`config.mk`:
```
export PLATFORM = sky130hd
export DESIGN_NAME = pipe_stage_skid
export DESIGN_NICKNAME = d
export VERILOG_FILES = /design/src/rtl/pipe_stage_skid.sv
export SDC_FILE = /design/constraint.sdc
export NUM_CORES = 1
export LEC_CHECK = 0
export CAP_MARGIN = 10
export CORE_MARGIN = 2
export CORE_UTILIZATION = 50
export CTS_BUF_LIST = sky130_fd_sc_hd__clkbuf_16
export CTS_CLUSTER_SIZE = 25
export DETAILED_ROUTE_END_ITERATION = 10
export GPL_TIMING_DRIVEN = 0
export PLACE_DENSITY = 0.88
export SLEW_MARGIN = 20
export SYNTH_ARGS = -nofsm -noshare
export SYNTH_HDL_FRONTEND = slang
export SYNTH_SLANG_ARGS = --single-unit
```
`constraint.sdc`:
```
create_clock -name clk -period 2.05 [get_ports clk]
set_input_delay 0.3075 -clock clk [delete_from_list [all_inputs] [get_ports clk]]
set_output_delay 0.3075 -clock clk [all_outputs]
set_load 0.01 [all_outputs]
```
`src/rtl/pipe_stage_skid.sv`:
```
// Two-entry pipeline stage with a skid buffer. in_ready depends only on
// registered state, so the stage breaks the out_ready -> in_ready timing path
// while still sustaining one transfer per cycle.
module pipe_stage_skid #(
  parameter int unsigned      WIDTH   = 64,
  parameter logic [WIDTH-1:0] RST_VAL = '0
) (
  input  logic             clk,
  input  logic             rst,
  input  logic             in_valid,
  output logic             in_ready,
  input  logic [WIDTH-1:0] in_data,
  output logic             out_valid,
  input  logic             out_ready,
  output logic [WIDTH-1:0] out_data,
  input  logic             flush,
  output logic [1:0]       count
);

  typedef enum logic [1:0] {
    EMPTY = 2'd0,
    ONE   = 2'd1,
    FULL  = 2'd2
  } state_t;

  state_t           state_q, state_d;
  logic [WIDTH-1:0] main_q;
  logic [WIDTH-1:0] skid_q;

  logic push;
  logic pop;
  logic load_main_in;
  logic load_main_skid;
  logic load_skid;

  assign in_ready  = (state_q != FULL);
  assign out_valid = (state_q != EMPTY);
  assign out_data  = main_q;
  assign push      = in_valid & in_ready;
  assign pop       = out_valid & out_ready;

  // Registered occupancy count, decoded straight from state.
  always_comb begin
    count = 2'd0;
    case (state_q)
      ONE:     count = 2'd1;
      FULL:    count = 2'd2;
      default: count = 2'd0;
    endcase
  end

  // Next-state and entry-load decode.
  always_comb begin
    state_d        = state_q;
    load_main_in   = 1'b0;
    load_main_skid = 1'b0;
    load_skid      = 1'b0;
    case (state_q)
      EMPTY: begin
        if (push) begin
          load_main_in = 1'b1;
          state_d      = ONE;
        end
      end
      ONE: begin
        if (push && pop) begin
          load_main_in = 1'b1;
        end else if (push) begin
          load_skid = 1'b1;
          state_d   = FULL;
        end else if (pop) begin
          state_d = EMPTY;
        end
      end
      FULL: begin
        if (pop) begin
          load_main_skid = 1'b1;
          state_d        = ONE;
        end
      end
      default: state_d = EMPTY;
    endcase
  end

  // State register; flush overrides any simultaneous push or pop.
  always_ff @(posedge clk or negedge rst) begin
    if (!rst) begin
      state_q <= EMPTY;
    end else if (flush) begin
      state_q <= EMPTY;
    end else begin
      state_q <= state_d;
    end
  end

  // Payload registers; main keeps its value whenever it is not reloaded.
  always_ff @(posedge clk or negedge rst) begin
    if (!rst) begin
      main_q <= RST_VAL;
      skid_q <= RST_VAL;
    end else if (flush) begin
      main_q <= RST_VAL;
      skid_q <= RST_VAL;
    end else begin
      if (load_main_in) begin
        main_q <= in_data;
      end else if (load_main_skid) begin
        main_q <= skid_q;
      end
      if (load_skid) begin
        skid_q <= in_data;
      end
    end
  end

endmodule

```
Yosys cells after proc, flatten, opt, wreduce, memory -nomap -nowiden
Cells that the tools add are included.
{ "op_classes": {"n_eq_ne": 7, "n_mux": 20, "n_bitwise": 2, "n_reduce_logical": 6} }
{ "op_table": {"columns": ["cell", "n"], "rows": [
  ["$mux 64", 5],
  ["$mux 2", 6],
  ["$ne 3x3->1 const B", 3],
  ["$mux 1", 6],
  ["$pmux 2 s3", 1],
  ["$ne 4x4->1 const B", 1],
  ["$pmux 2 s2", 1],
  ["$reduce_and 4->1", 1],
  ["$reduce_bool 2->1", 2],
  ["$reduce_bool 3->1", 1],
  ["$and 1x1->1", 2],
  ["$eq 2x1->1 const B", 1],
  ["$eq 2x2->1 const B", 1],
  ["$logic_not 2->1", 1],
  ["$ne 2x2->1 const B", 1],
  ["$pmux 1 s2", 1],
  ["$logic_and 1x1->1", 1]
]} }
{ "word_totals": {"register_bits": 130, "inputBits": 69, "output_inout_bits": 68, "wordCells": 38} }

Depth between registers and ports, before layout
{ "depth": {"ltp_word": 7, "depth_mapped": 6, "ltp_nobuf": 4} }

Worst setup path after synthesis
No wires, ideal clock.
{ "synth_timing": {"kind": "register to register", "start": "register state_q[1]", "end": "register main_q[0] (netlist: out_data[0])", "t_arrival_ps": 1359, "path_slack_ps": 616, "stages_incl_launch_ff": 7, "cell_sequence": "dfrtp_1 -> nand2b_2 -> o21ai_2 -> nand2b_1 -> buf_8 -> buf_8 -> o2bb2ai_2"} }
{ "synth_between": {"elab_chain_len": 7, "elab_cells_between_ends": 16} }
{ "synth_rtl": {"columns": ["item", "line_no", "rtl"], "rows": [
  ["start: declaration", "26", "state_t state_q, state_d;"],
  ["start signal: assignment", "92", "state_q <= state_d;"],
  ["$ne 2x2->1 or $reduce_bool 2->1 (tied branches)", "36, 37", null],
  ["$and 1x1->1 (on tied branches)", "39, 40", null],
  ["$logic_and 1x1->1", "66", "if (push && pop) begin"],
  ["$mux 1", "66", null],
  ["$pmux 1 s2", "58", "case (state_q)"],
  ["$mux 64", "105", "if (load_main_in) begin"],
  ["$mux 64", "101", "end else if (flush) begin"],
  ["end signal: assignment", "106", "main_q <= in_data;"],
  ["end signal: assignment", "108", "main_q <= skid_q;"],
  ["end: declaration", "27", "logic [WIDTH-1:0] main_q;"]
]} }
Several ways; a longest one is shown, not always the timed one.
A chain may end at the register's enable or synchronous reset.

Final worst setup path
{ "layout_timing": {"start": "register state_q[1]", "end": "output out_valid"} }
{ "layout_between": {"elab_chain_len": 1} }
{ "layout_rtl": {"columns": ["item", "line_no", "rtl"], "rows": [
  ["$reduce_bool 2->1", "37", "assign out_valid = (state_q != EMPTY);"],
  ["end: declaration", "13", "output logic out_valid,"]
]} }
No other way between the ends.

==> out/results.tsv <==
metric	value	unit
r2r-start	state_q[1]$_DFFE_PN0P_	
cts_tree	built	
dpl_worst_slack	-0.1975	ns
drive_above_1_share	24.31	%
worstSkewPairLatency	0.42	ns
h-tree-depth	4	
first_global_vias	4457	
yosys_warnings	0	
worst_pin_slew	0.6027	ns
grt_pass1_wl	23270	um
wire_per_inst	20.74	um
critPathKind	reg2out	
reg2reg_depth	4	
ys_seq_area_share	55.53	%
post_cts_buffers	0	
netlist_instances	374	
vias	3926	
fin_cells	686	
synth_cell_types	25	
finalSetupTns	0	ns
power_density	831.9	nW/um2
cts.sinks	130	
antenna_found_initial	0	
ios	137	
grtUsageTotal	23.45	%
yosys_register_bits	130	
synthesis.nets	443	
avgSynthCellArea	15.66	um2
post-route-min-period	1.987	ns
fin_nets	599	
slew_violations	0	
vdd_drop_max	0.7891	mV
core.rowCount	39	
rsz0062_at_grt	no	
holdCritStartpoint	flush	
drcViolationCount	0	
arrival	1.68	ns
skew	0.01120	ns
cp.required	1.74	ns
r2r-end	skid_q[12]$_DFFE_PN0P_	
clk_pin_slew	0.06	ns
netlist_area	5858	um2
root_buffer	clkbuf_16	
yosysTopAreaCell	dfrtp_1	
grt-ovfl-total	0	
dpl_cell_area	7417	um2
dp_cells	653	
final_area	8028	um2
leakage	3.563	nW
reg2reg_slack	0.31	ns
hold_violations	0	
min_to	state_q[0]$_DFFE_PN0P_	
period_share	96.94	%
areaGrowthSynthToFinish	37.04	%
cts_buffers	17	
status	completed	
clockBufferDepth	2	
setup_ws	0.06272	ns
drtIter0Drc	215	
setup_viol	0	
grt_max_degree	67	
max_slew_margin	59.82	%
initial_core_util	51.30	%
coreArea	11420	um2
cap_violations	0	
synth_area_leaders	dfrtp_1, o2bb2ai_2, mux2i_1	
viasPerCell	5.723	
wl	14230	um
worstSetupStartpointType	register	
fp.dieArea	12600	um2
ant_nets	0	
dr.pass1.iters	4	
port_buffers	135	
floorplan.die.height	112.2	um
yosysTopAreaCellShare	55.53	%
max_freq	503.2	MHz
diodes	0	
die_x	112.2	um
path_max_fanout	8	
hp-class	in2reg	
cp-end-kind	output pin	
whs_path_depth	2	
hpwlAfterDp	9395	um
gp_congestion	0.7623	
[report_power, final]
part | switching (mW) | internal [mW]
clock network | 1.14 | 1.90
registers | 0.0752 | 2.66
logic | 0.441 | 0.457
[how the worst max path moves through the flow]
stage,startpoint,endpoint,slack [ns]
final,state_q[1]$_DFFE_PN0P_,out_valid,0.06
after global routing,state_q[0]$_DFFE_PN0P_,count[1],0.02
after CTS,state_q[1]$_DFFE_PN0P_,out_valid,0.04
after detailed placement,in_valid,skid_q[5]$_DFFE_PN0P_,-0.20
after global placement,rst,skid_q[17]$_DFFE_PN0P_,-4.19
after floorplan,state_q[1]$_DFFE_PN0P_,out_data[0]$_DFFE_PN0P_,0.62
[state kept, by name, indices dropped and copies added, names as in the netlist]
| register | count |
|---|---|
| state_q | 2 |
| skid_q | 64 |
| out_data | 64 |
[per-stage QoR]
stage,hold WS (ns),power [mW],utilization [%]
3_3_place_gp,0.4729,3.642,64.71
4_1_cts,0.2726,6.731,70.24
3_5_place_dp,0.3343,3.678,64.96
2_1_floorplan,0.01191,3.230,-
6_report,0.3148,6.678,70.30
5_1_grt,0.3288,6.894,70.30
[cells in the final DEF, fill, tap and decap left out, types with 4 or more instances in the layout]
cell type and count:
buf_8 7, a22o_1 64, mux2i_1 65, o2bb2ai_1 4
clkinvlp_4 5, buf_6 13, o2bb2ai_2 60, clkdlybuf4s50_1 134
dfrtp_1 129, clkbuf_16 17, buf_2 12
[kinds of logic (layout without fill, tap and decap cells)]
group	count (synthesis)	in the layout	synth area share [%]
AOI/OAI and AO/OA	132	132	26.10
muxes	65	65	11.11
and+or+nand+nor	14	14	2.008
DFF	130	130	55.53
buffers and inverters	33	202	5.254
[cell usage after synthesis, drive strengths merged]
library cell,instances
o21ai,1
or2,1
inv,1
nand3b,2
dfrtp,130
clkbuf,1
a22o,64
o2bb2ai,64
a21boi,1
nor3,1
nor2,5
buf,31
o22a,1
nand2b,3
a211oi,1
nor2b,2
mux2i,65
[critical path, stage by stage (launching register included)]
cell and delay [ns]:
dfrtp_2 0.45, or2_2 0.31, clkdlybuf4s50_1 0.51
[timing repair]
| item | in CTS | in global routing |
|---|---|---|
| endpoints found under the setup margin | 0 | 41 |
| resized for setup | 0 | 2 |
| hold endpoints to repair | 64 | 0 |
| hold buffers | 1 | 0 |
[per-layer routing]
| layer | vias up | global-route usage (%) | part of all wire, % |
|---|---|---|---|
| met5 | - | 0 | 0 |
| met4 | 0 | 8.699 | 1.7 |
| met3 | 18 | 5.886 | 4.2 |
| met2 | 110 | 39.40 | 51 |
| met1 | 2028 | 29.56 | 43 |
| li1 | 1770 | - | - |
[final cells by class]
class / instances / area [um2]
fillers: 819 / 3391
flip-flops and latches: 130 / 3254
multi-input cells: 211 / 2303
repair buffers: 137 / 1390
clock buffers: 17 / 425.4
plain buffers: 32 / 304.0
well taps: 143 / 178.9
clock inverters: 15 / 167.7
inverters: 1 / 3.754
Power figures use the tool's default switching activity.
==> edit 1 (same settings) <==
The 3 states of `state_t` get a one-hot encoding in 3 bits.
--- a/src/rtl/pipe_stage_skid.sv
+++ b/src/rtl/pipe_stage_skid.sv
@@ -18,8 +18,8 @@
 );
 
-  typedef enum logic [1:0] {
-    EMPTY = 2'd0,
-    ONE   = 2'd1,
-    FULL  = 2'd2
+  typedef enum logic [2:0] {
+    EMPTY = 3'b001,
+    ONE   = 3'b010,
+    FULL  = 3'b100
   } state_t;
 
Function: same outputs for any inputs over 4 cycles, from zero or initial values and one cycle with rst low; so few cycles prove little.
==> edit 1 against the unedited design <==
Sequential share of layout area fell by 4.1 points. Power rose by 2.0%. Clock power rose by 2%. Wire length rose by 26%. Critical path type is now flop to flop. Combinational power rose by 10%. Setup slack improved by 1.4 ps. Sequential cell count rose by 1. Synthesized area rose by 15%. Final area rose by 12%. Final cell count rose by 39%. Critical path depth rose by 5. Via count rose by 41%. Largest cell class unchanged. Non-clock buffer count rose by 32.
==> edit 1: results <==
run_status:
  status: "finished clean"
detailed_routing:
  drtIter0Drc: 573
  via_per_inst: 5.82
  wl_met2_um: 8950
  routedWlPerCell_um: 18.8
synth:
  synth_area_leaders: "dfrtp_1 (48%), mux2_4 (13%), a221o_1 (9.7%), nor3b_1 (7.5%), nand2_1 (7.4%)"
  synthMuxAreaShare_pct: 14.2
  synth-xor-area-share_pct: 0.130
  mappedNetlistNets: 668
  synth_cell_types: 28
pwr:
  switchingPower_mw: 1.60
  ir_drop_mv: 0.585
  seqPwrFrac_pct: 40.1
  powerDensity_nw_per_um2: 756
  p_clk_share_pct: 45.3
worst_setup_path:
  r2r_slack_ps: 60
  critPathMaxFanout: 10
  reg2reg_to: "out_data[56]"
  crit_arrival_ps: 2290
  worstRegToRegCells: 7
finish:
  drive_above_1_share_pct: 19.1
  fin_nets: 831
grt:
  grt_pass1_vias: 5695
  globalRouteMet3Util_pct: 6.61
  grt_max_degree: 72
place:
  dp_hpwl_um: 12200
  place_area_um2: 8320
  place.gp.congestion: 0.804
timing:
  tightest_slew_ps: 585
  fin_worst_skew_ps: 6.80
-- edit 1: changes by cell type after synthesis, sizes merged, moves of 5 or more --
cell     unedited run  this run
mux2                0        64
clkbuf              1        21
a22o               64         0
a21oi               0        65
nand2               0       132
nor3b               0        68
buf                31        36
a221o               0        65
o2bb2ai            64         0
mux2i              65         1
-- edit 1: worst max-delay path by stage --
| stage | from | to | depth (start not counted) |
|---|---|---|---|
| 6_report | state_q[0] | out_data[56] | 7 |
| 5_1_grt | state_q[2] | skid_q[10] | 7 |
| 4_1_cts | state_q[2] | skid_q[49] | 7 |
| 3_5_place_dp | in_valid | skid_q[49] | 8 |
| 3_3_place_gp | rst | out_data[17] | 1 |
| 2_1_floorplan | state_q[0] | out_data[0] | 7 |
-- edit 1: stage by stage --
stage	setup slack (ps)	hold slack [ps]	cells	utilization (%)	TNS [ps]
final	64.2	407	951	68.3	0
after global routing	-8.38	452	951	68.3	-8.38
after CTS	3.32	437	945	67.8	0
after detailed placement	-375	326	911	63.1	-38910
after global placement	-4180	497	910	62.8	-578220
after floorplan	190	11.9	599	-	0
-- edit 1: what timing repair did --
action                     in CTS  in global routing
pin swaps                       1                  1
gates resized for setup         6                 14
hold endpoints to repair       59                  0
gates cloned                    0                  1
buffers inserted                1                  5
hold buffers                    1                  0
setup endpoints to repair       4                121
-- edit 1: worst max-delay path: stages, from the launching register on --
cell      delay (ps)
dfstp_2          540
buf_6            120
nand3b_4         140
nand2_1           90
a221o_1          340
buf_6            160
buf_8            160
mux2_4           310
-- edit 1: area by class of cell --
class                   instances  area, µm²  area share, %
clock buffers                  17        425           4.72
multi-input cells             410       3080           34.3
flip-flops and latches        131       3280           36.4
repair buffers                144       1440           16.0
clock inverters                15        173           1.92
inverters                       1       3.75         0.0417
well taps                     176        220           2.45
plain buffers                  57        380           4.22
==> edit 2 (same flow settings) <==
Made on the original files. Set the parameter `WIDTH` to 128 (it was 64).
--- a/src/rtl/pipe_stage_skid.sv
+++ b/src/rtl/pipe_stage_skid.sv
@@ -3,5 +3,5 @@
 // while still sustaining one transfer per cycle.
 module pipe_stage_skid #(
-  parameter int unsigned      WIDTH   = 64,
+  parameter int unsigned      WIDTH   = 128,
   parameter logic [WIDTH-1:0] RST_VAL = '0
 ) (
Ports: changed (resized in_data and out_data); port bits go from 137 to 265. The function was not compared with the original's and may differ.
==> edit 2 against the unedited design <==
Largest power group is now sequential cells. Die area is 79% higher. Synthesized cell count increased by 96%. Fmax rose by 2.3%. Wire length grew 100%. Setup slack improved by 44 ps. Synthesized area is 82% higher. Sequential cell count increased by 128. Core utilization fell by 0.68 points. Power increased by 77%. Highest routed layer unchanged. Final area is 82% higher. Final cell count increased by 93%.
==> edit 2: results <==
clocking:
  clkLatencyLatePin_ps: 520
  clock_path_buffers: 3
  h-tree-depth: 1
place:
  post-place-ws_ps: -414
  place.gp.congestion: 0.801
  dpl.cell_count: 1273
  dp_hpwl_um: 18900
  place_area_um2: 13700
worst_setup_path:
  crit_arrival_ps: 2380
  critPathMaxFanout: 10
  slowest_stage: "clkbuf_2"
synth:
  synthCells: 732
  synth_commonest_cells: "dfrtp_1 (258), mux2i_1 (130), a22o_1 (128)"
  ys_seq_area_share_pct: 60.4
detailed_routing:
  drtIter0Drc: 375
  dr.pass1.iters: 6
timing:
  tightest_slew_ps: 641
  fin_worst_skew_ps: 10.9
pwr:
  p_leak_nw: 6.67
  ir_drop_mv: 0.563
finish:
  fin_nets: 1162
  n_fill_cell: 1404
grt:
  grt_pass1_wl_um: 45900
  grt_pass1_vias: 8272
  grt_usage_pct: 25.7
min_path:
  hp-class: "input pin to async pin"
run_status:
  status: "finished clean"
[edit 2: final timing paths]
path | startpoint | to | slack (ps) | cells past startpoint
max reg2reg | state_q[1] | skid_q[40] | 110 | 6
min reg2reg | out_data[60] | out_data[60] | 480 | 1
min in group clk | in_data[104] | skid_q[104] | 420 | 2
max in group asynchronous | rst | skid_q[86] | 730 | 3
max | state_q[1] | skid_q[40] | 110 | 6
min | rst | skid_q[27] | 400 | 2
[edit 2: metal layers]
| layer | vias up | global-route usage, % | share of wire [%] |
|---|---|---|---|
| li1 | 3441 | - | - |
| met1 | 3909 | 34.7 | 43 |
| met2 | 294 | 42.5 | 47 |
| met3 | 45 | 6.61 | 8.3 |
| met4 | 0 | 5.19 | 1.7 |
| met5 | - | 0 | 0 |
[edit 2: layout make-up]
cell class              count  area share, %
clock inverters            22           1.35
repair buffers            268           18.6
clock buffers              27           4.62
plain buffers              71           3.60
flip-flops and latches    258           44.1
inverters                   2         0.0513
multi-input cells         401           25.3
well taps                 275           2.35
[edit 2: kinds of logic after synthesis]
group	Yosys count	share of synthesized area, %
AO/OA/AOI/OAI	259	21.8
multiplexers	130	12.2
flip-flops	258	60.4
AND/OR/NAND/NOR	12	0.738
buffers and inverters	73	4.88
[edit 2: what timing repair did]
item	4_1_cts	5_1_grt
hold buffers	1	0
gates resized for setup	5	12
endpoints found under the setup margin	104	19
setup buffers	1	0
gates cloned	0	0
hold endpoints to repair	79	0
[edit 2: power breakdown]
part           internal (mW)  leakage, nW  switching (mW)  total (mW)
Combinational          0.816         2.66           0.783        1.60
Clock                   2.88        0.452            1.97        4.85
Sequential              5.28         3.55           0.121        5.40
[edit 2: critical path: cells and delay by family (launching register included)]
kind            cells  cell delay [ps]
compound gates      1              210
buf+inv             3              850
flops               1              370
simple gates        2              430
